## src/rtl/nfifo_reader.sv

```systemverilog
// rtl/nfifo_reader.sv - FWFT FIFO read adapter with 2-entry skid buffer and packet framing
// Pops the FIFO into head/tail slots and presents them as a valid/ready stream with last/count.
module nfifo_reader #(
  parameter int width   = 8,
  parameter int PKT_LEN = 4,
  parameter int CNT_W   = 16
) (
  input  logic             clk_i,
  input  logic             rst_i,
  input  logic             fifo_empty_i,
  input  logic [width-1:0] fifo_data_i,
  output logic             fifo_read_o,
  output logic             valid_o,
  input  logic             ready_i,
  output logic [width-1:0] data_o,
  output logic             last_o,
  output logic [CNT_W-1:0] count_o
);

  localparam int IDX_W = (PKT_LEN > 1) ? $clog2(PKT_LEN) : 1;
  localparam logic [IDX_W-1:0] LAST_IDX = IDX_W'(PKT_LEN - 1);

  typedef enum logic [1:0] {EMPTY, ONE, TWO} occ_t;

  occ_t             occ;
  logic [width-1:0] head;
  logic [width-1:0] tail;
  logic [IDX_W-1:0] idx;
  logic [CNT_W-1:0] count;
  logic             push;
  logic             pop;

  // Pop decision uses only buffer state and the empty flag, never ready_i.
  assign fifo_read_o = ~rst_i & ~fifo_empty_i & (occ != TWO);
  assign push        = fifo_read_o;
  assign valid_o     = (occ != EMPTY);
  assign pop         = valid_o & ready_i;
  assign data_o      = head;
  assign last_o      = valid_o & (idx == LAST_IDX);
  assign count_o     = count;

  always_ff @(posedge clk_i or posedge rst_i) begin
    if (rst_i) begin
      occ   <= EMPTY;
      head  <= '0;
      tail  <= '0;
      idx   <= '0;
      count <= '0;
    end else begin
      case (occ)
        EMPTY: begin
          if (push) begin
            head <= fifo_data_i;
            occ  <= ONE;
          end
        end
        ONE: begin
          case ({push, pop})
            2'b10: begin
              tail <= fifo_data_i;
              occ  <= TWO;
            end
            2'b01: occ <= EMPTY;
            2'b11: head <= fifo_data_i;
            default: ;
          endcase
        end
        TWO: begin
          if (pop) begin
            head <= tail;
            occ  <= ONE;
          end
        end
        default: occ <= EMPTY;
      endcase

      if (pop) begin
        count <= count + 1'b1;
        idx   <= (idx == LAST_IDX) ? '0 : idx + 1'b1;
      end
    end
  end

endmodule

```

## config.mk

```make
export PLATFORM = sky130hd
export DESIGN_NAME = nfifo_reader
export DESIGN_NICKNAME = d
export VERILOG_FILES = /design/src/rtl/nfifo_reader.sv
export SDC_FILE = /design/constraint.sdc
export NUM_CORES = 1
export LEC_CHECK = 0
export CAP_MARGIN = 10
export CORE_MARGIN = 5
export CORE_UTILIZATION = 49
export DETAILED_ROUTE_END_ITERATION = 16
export PLACE_DENSITY = 0.87
export SLEW_MARGIN = 15
export SYNTH_ARGS = -nofsm -noshare
export SYNTH_HDL_FRONTEND = slang
export SYNTH_SLANG_ARGS = --single-unit
```

## constraint.sdc

```tcl
create_clock -name clk_i -period 2.4 [get_ports clk_i]
set_clock_uncertainty 0.15 [all_clocks]
set_input_delay 0.6 -clock clk_i [delete_from_list [all_inputs] [get_ports clk_i]]
set_output_delay 0.6 -clock clk_i [all_outputs]
set_load 0.01 [all_outputs]
```

==> impl_metrics.env <==
export IMPL_status="completed"
export IMPL_drive_above_1_share_pct=18.4
export IMPL_vdd_drop_max_v=0.000526
export IMPL_post_synth_num_cell_types=32
export IMPL_vias=1199
export IMPL_gp_congestion=0.867
export IMPL_syn_cell_area_mm2=0.00167
export IMPL_path_clk_slew_ns=0.10
export IMPL_critical_path_peak_fanout=2
export IMPL_hold_viol=0
export IMPL_cp_required_ns=1.65
export IMPL_drt_wl_total_um=3410
export IMPL_root_buffer="clkbuf_4"
export IMPL_cts_sink_count=36
export IMPL_multi_input_area_um2=716
export IMPL_rsz0062_at_grt="no"
export IMPL_core_rowCount=21
export IMPL_synthFlopType="dfrtp_1"
export IMPL_syn_to_final_growth_pct=34.6
export IMPL_hold_buffers=0
export IMPL_post_place_ws_ns=-0.199
export IMPL_port_buffers=38
export IMPL_grt_overflow=0
export IMPL_sw_frac_of_total_pct=34.4
export IMPL_num_antenna_cells=0
export IMPL_p_comb_share_pct=44.1
export IMPL_wl_per_cell_um=14.1
export IMPL_die_h_um=68.3
export IMPL_grt_pass1_wl_um=5820
export IMPL_p_leak_nw=1.07
export IMPL_max_slew_margin_pct=71.9
export IMPL_htree_levels=2
export IMPL_tritoncts="yes"
export IMPL_fin_crit_sh_pct=96.5
export IMPL_tightest_slew_ns=0.421
export IMPL_initial_utilization_pct=50.4
export IMPL_nFillCells=268
export IMPL_critPathMaxStageDelay_ns=0.42
export IMPL_r2r_slack_ns=0.37
export IMPL_final_nets=212
export IMPL_syn_nets=159
export IMPL_drc=0
export IMPL_synth_edff_count=0
export IMPL_intPower_mw=1.53
export IMPL_fmax_ghz=0.432
export IMPL_antenna_found_initial=0
export IMPL_end_kind="output port"
export IMPL_syn_area_per_cell_um2=11.7
export IMPL_antenna_left=0
export IMPL_arrival_ns=1.56
export IMPL_p_sw_mw=0.802
export IMPL_yosys_warnings=0
export IMPL_grt_max_degree=35
export IMPL_final_cell_mix="dfrtp_1 (36), clkdlybuf4s50_1 (36), nand2_1 (14), nor2_1 (12), xnor2_1 (11)"
export IMPL_setup_viol=0
export IMPL_critPathTopFamily="buffers and inverters"
export IMPL_cts_setup_buffers=0
export IMPL_fp_coreArea_mm2=0.00331
export IMPL_numCtsBuffers=5
export IMPL_ios=39
export IMPL_critPathKind="in2out"
export IMPL_fin_crit_ns=2.31
export IMPL_crit_buf_inv=3
export IMPL_hold_path_depth=1
export IMPL_drtIter0Drc=41
export IMPL_viasPerCell=4.95
export IMPL_die_area_mm2=0.00467
export IMPL_drtPass1Iterations=4
export IMPL_ys_seq_area_share_pct=54.0
export IMPL_synth_cells=142
export IMPL_utilization_pct=67.8
export IMPL_cp_depth=5
export IMPL_clkLatencyLatePin_ns=0.34
export IMPL_regArea_um2=901
export IMPL_grt_pass1_vias=1265
export IMPL_p_clk_share_pct=14.6
export IMPL_p_per_area_mw_per_mm2=1040
export IMPL_slew_violations=0
export IMPL_seq_power_share_pct=41.3
export IMPL_ff2ff_path_depth=8
export IMPL_hold_class="reg2reg"
export IMPL_async_flop_share_pct=100
export IMPL_dp_hpwl_um=2610
export IMPL_grt_total_usage_pct=17.0
export IMPL_setup_slack_ns=0.0852
export IMPL_worstPathCellList="clkdlybuf4s50_1 -> nor2_1 -> nand2_1 -> inv_1 -> clkdlybuf4s15_1"
export IMPL_cap_violations=0
export IMPL_synth_seq_cells=36
export IMPL_critPathLaunchType="input port"
export IMPL_critPathSlowestCell="clkdlybuf4s50_1"
export IMPL_clock_path_buffers=2
export IMPL_fp_dieW_um=68.3
metrics by stage:
| stage | instance area, um2 | TNS (ns) | total power [mW] | hold WS (ns) | cells |
|---|---|---|---|---|---|
| floorplan | 1670 | 0 | 1.54 | 0.300 | 142 |
| global placement | 2180 | -0.342 | 1.96 | 0.313 | 234 |
| detailed placement | 2180 | -0.716 | 2.02 | 0.327 | 234 |
| CTS | 2240 | 0 | 2.35 | 0.343 | 242 |
| global route | 2240 | 0 | 2.49 | 0.369 | 242 |
| finish | 2240 | 0 | 2.33 | 0.338 | 242 |
final timing paths:
kind	from	end
hold / removal	count_o[15]$_DFFE_PP0P_	count_o[15]$_DFFE_PP0P_
setup / recovery	fifo_empty_i	fifo_read_o
max in group asynchronous	rst_i	count_o[12]$_DFFE_PP0P_
min in group asynchronous	rst_i	data_o[7]$_DFFE_PP0P_
setup reg to reg	occ[1]$_DFFE_PP0P_	occ[1]$_DFFE_PP0P_
hold reg to reg	count_o[15]$_DFFE_PP0P_	count_o[15]$_DFFE_PP0P_
synth_stat cells, types with 2 or more instances:
| cell | n | area, um2 |
|---|---|---|
| dfrtp_1 | 36 | 901 |
| nand2_1 | 14 | 52.6 |
| nor2_1 | 12 | 45.0 |
| xnor2_1 | 11 | 96.3 |
| mux2_2 | 8 | 90.1 |
| mux2i_1 | 8 | 80.1 |
| a21oi_1 | 7 | 35.0 |
| ha_1 | 5 | 62.6 |
| nand3_1 | 5 | 25.0 |
| inv_1 | 4 | 15.0 |
| xor2_1 | 4 | 35.0 |
| a21oi_2 | 2 | 17.5 |
| and3_1 | 2 | 12.5 |
| and4_1 | 2 | 17.5 |
| buf_2 | 2 | 10.0 |
| nand3b_1 | 2 | 15.0 |
| nand4_1 | 2 | 12.5 |
| nor3_1 | 2 | 10.0 |
metal layers:
metal | GRT usage (%) | wire, um
met1 | 20.3 | 1440
met2 | 28.8 | 1820
met3 | 3.61 | 69
met4 | 8.44 | 74
met5 | 0 | 0
sequential cells by signal, summed over array words and instances, names as in the netlist:
register and cells:
count_o 16, data_o 8, tail 8, occ 2
idx 2
cell type report:
class	instances	share of cell area, %
clock buffer	6	2.29
clock inverter	2	0.446
timing repair buffer	50	22.0
tap	46	2.56
inverter	4	0.669
sequential	36	40.1
multi-input combinational	98	31.9
cells by family (layout without fill, tap and decap cells):
logic type / count (synthesis) / in the layout / share of synthesized area (%)
flops: 36 / 36 / 54.0
buf+inv: 8 / 62 / 3.08
mux: 16 / 16 / 10.2
compound gates: 14 / 14 / 5.55
fa+ha+maj: 5 / 5 / 3.75
xor+xnor: 15 / 15 / 7.88
simple gates: 48 / 48 / 15.5
power groups by stage:
stage	combinational, mW	clock (mW)	sequential [mW]
detailed placement	1.04	0	0.976
CTS	1.04	0.350	0.965
global route	1.12	0.371	0.993
finish	1.03	0.340	0.963
global placement	0.993	0	0.963
floorplan	0.533	0	1.01
timing repair:
action,4_1_cts,5_1_grt
gates cloned,0,0
endpoints found under the setup margin,2,1
resized for setup,2,1
No activity file was read; power rests on OpenSTA's default activity.
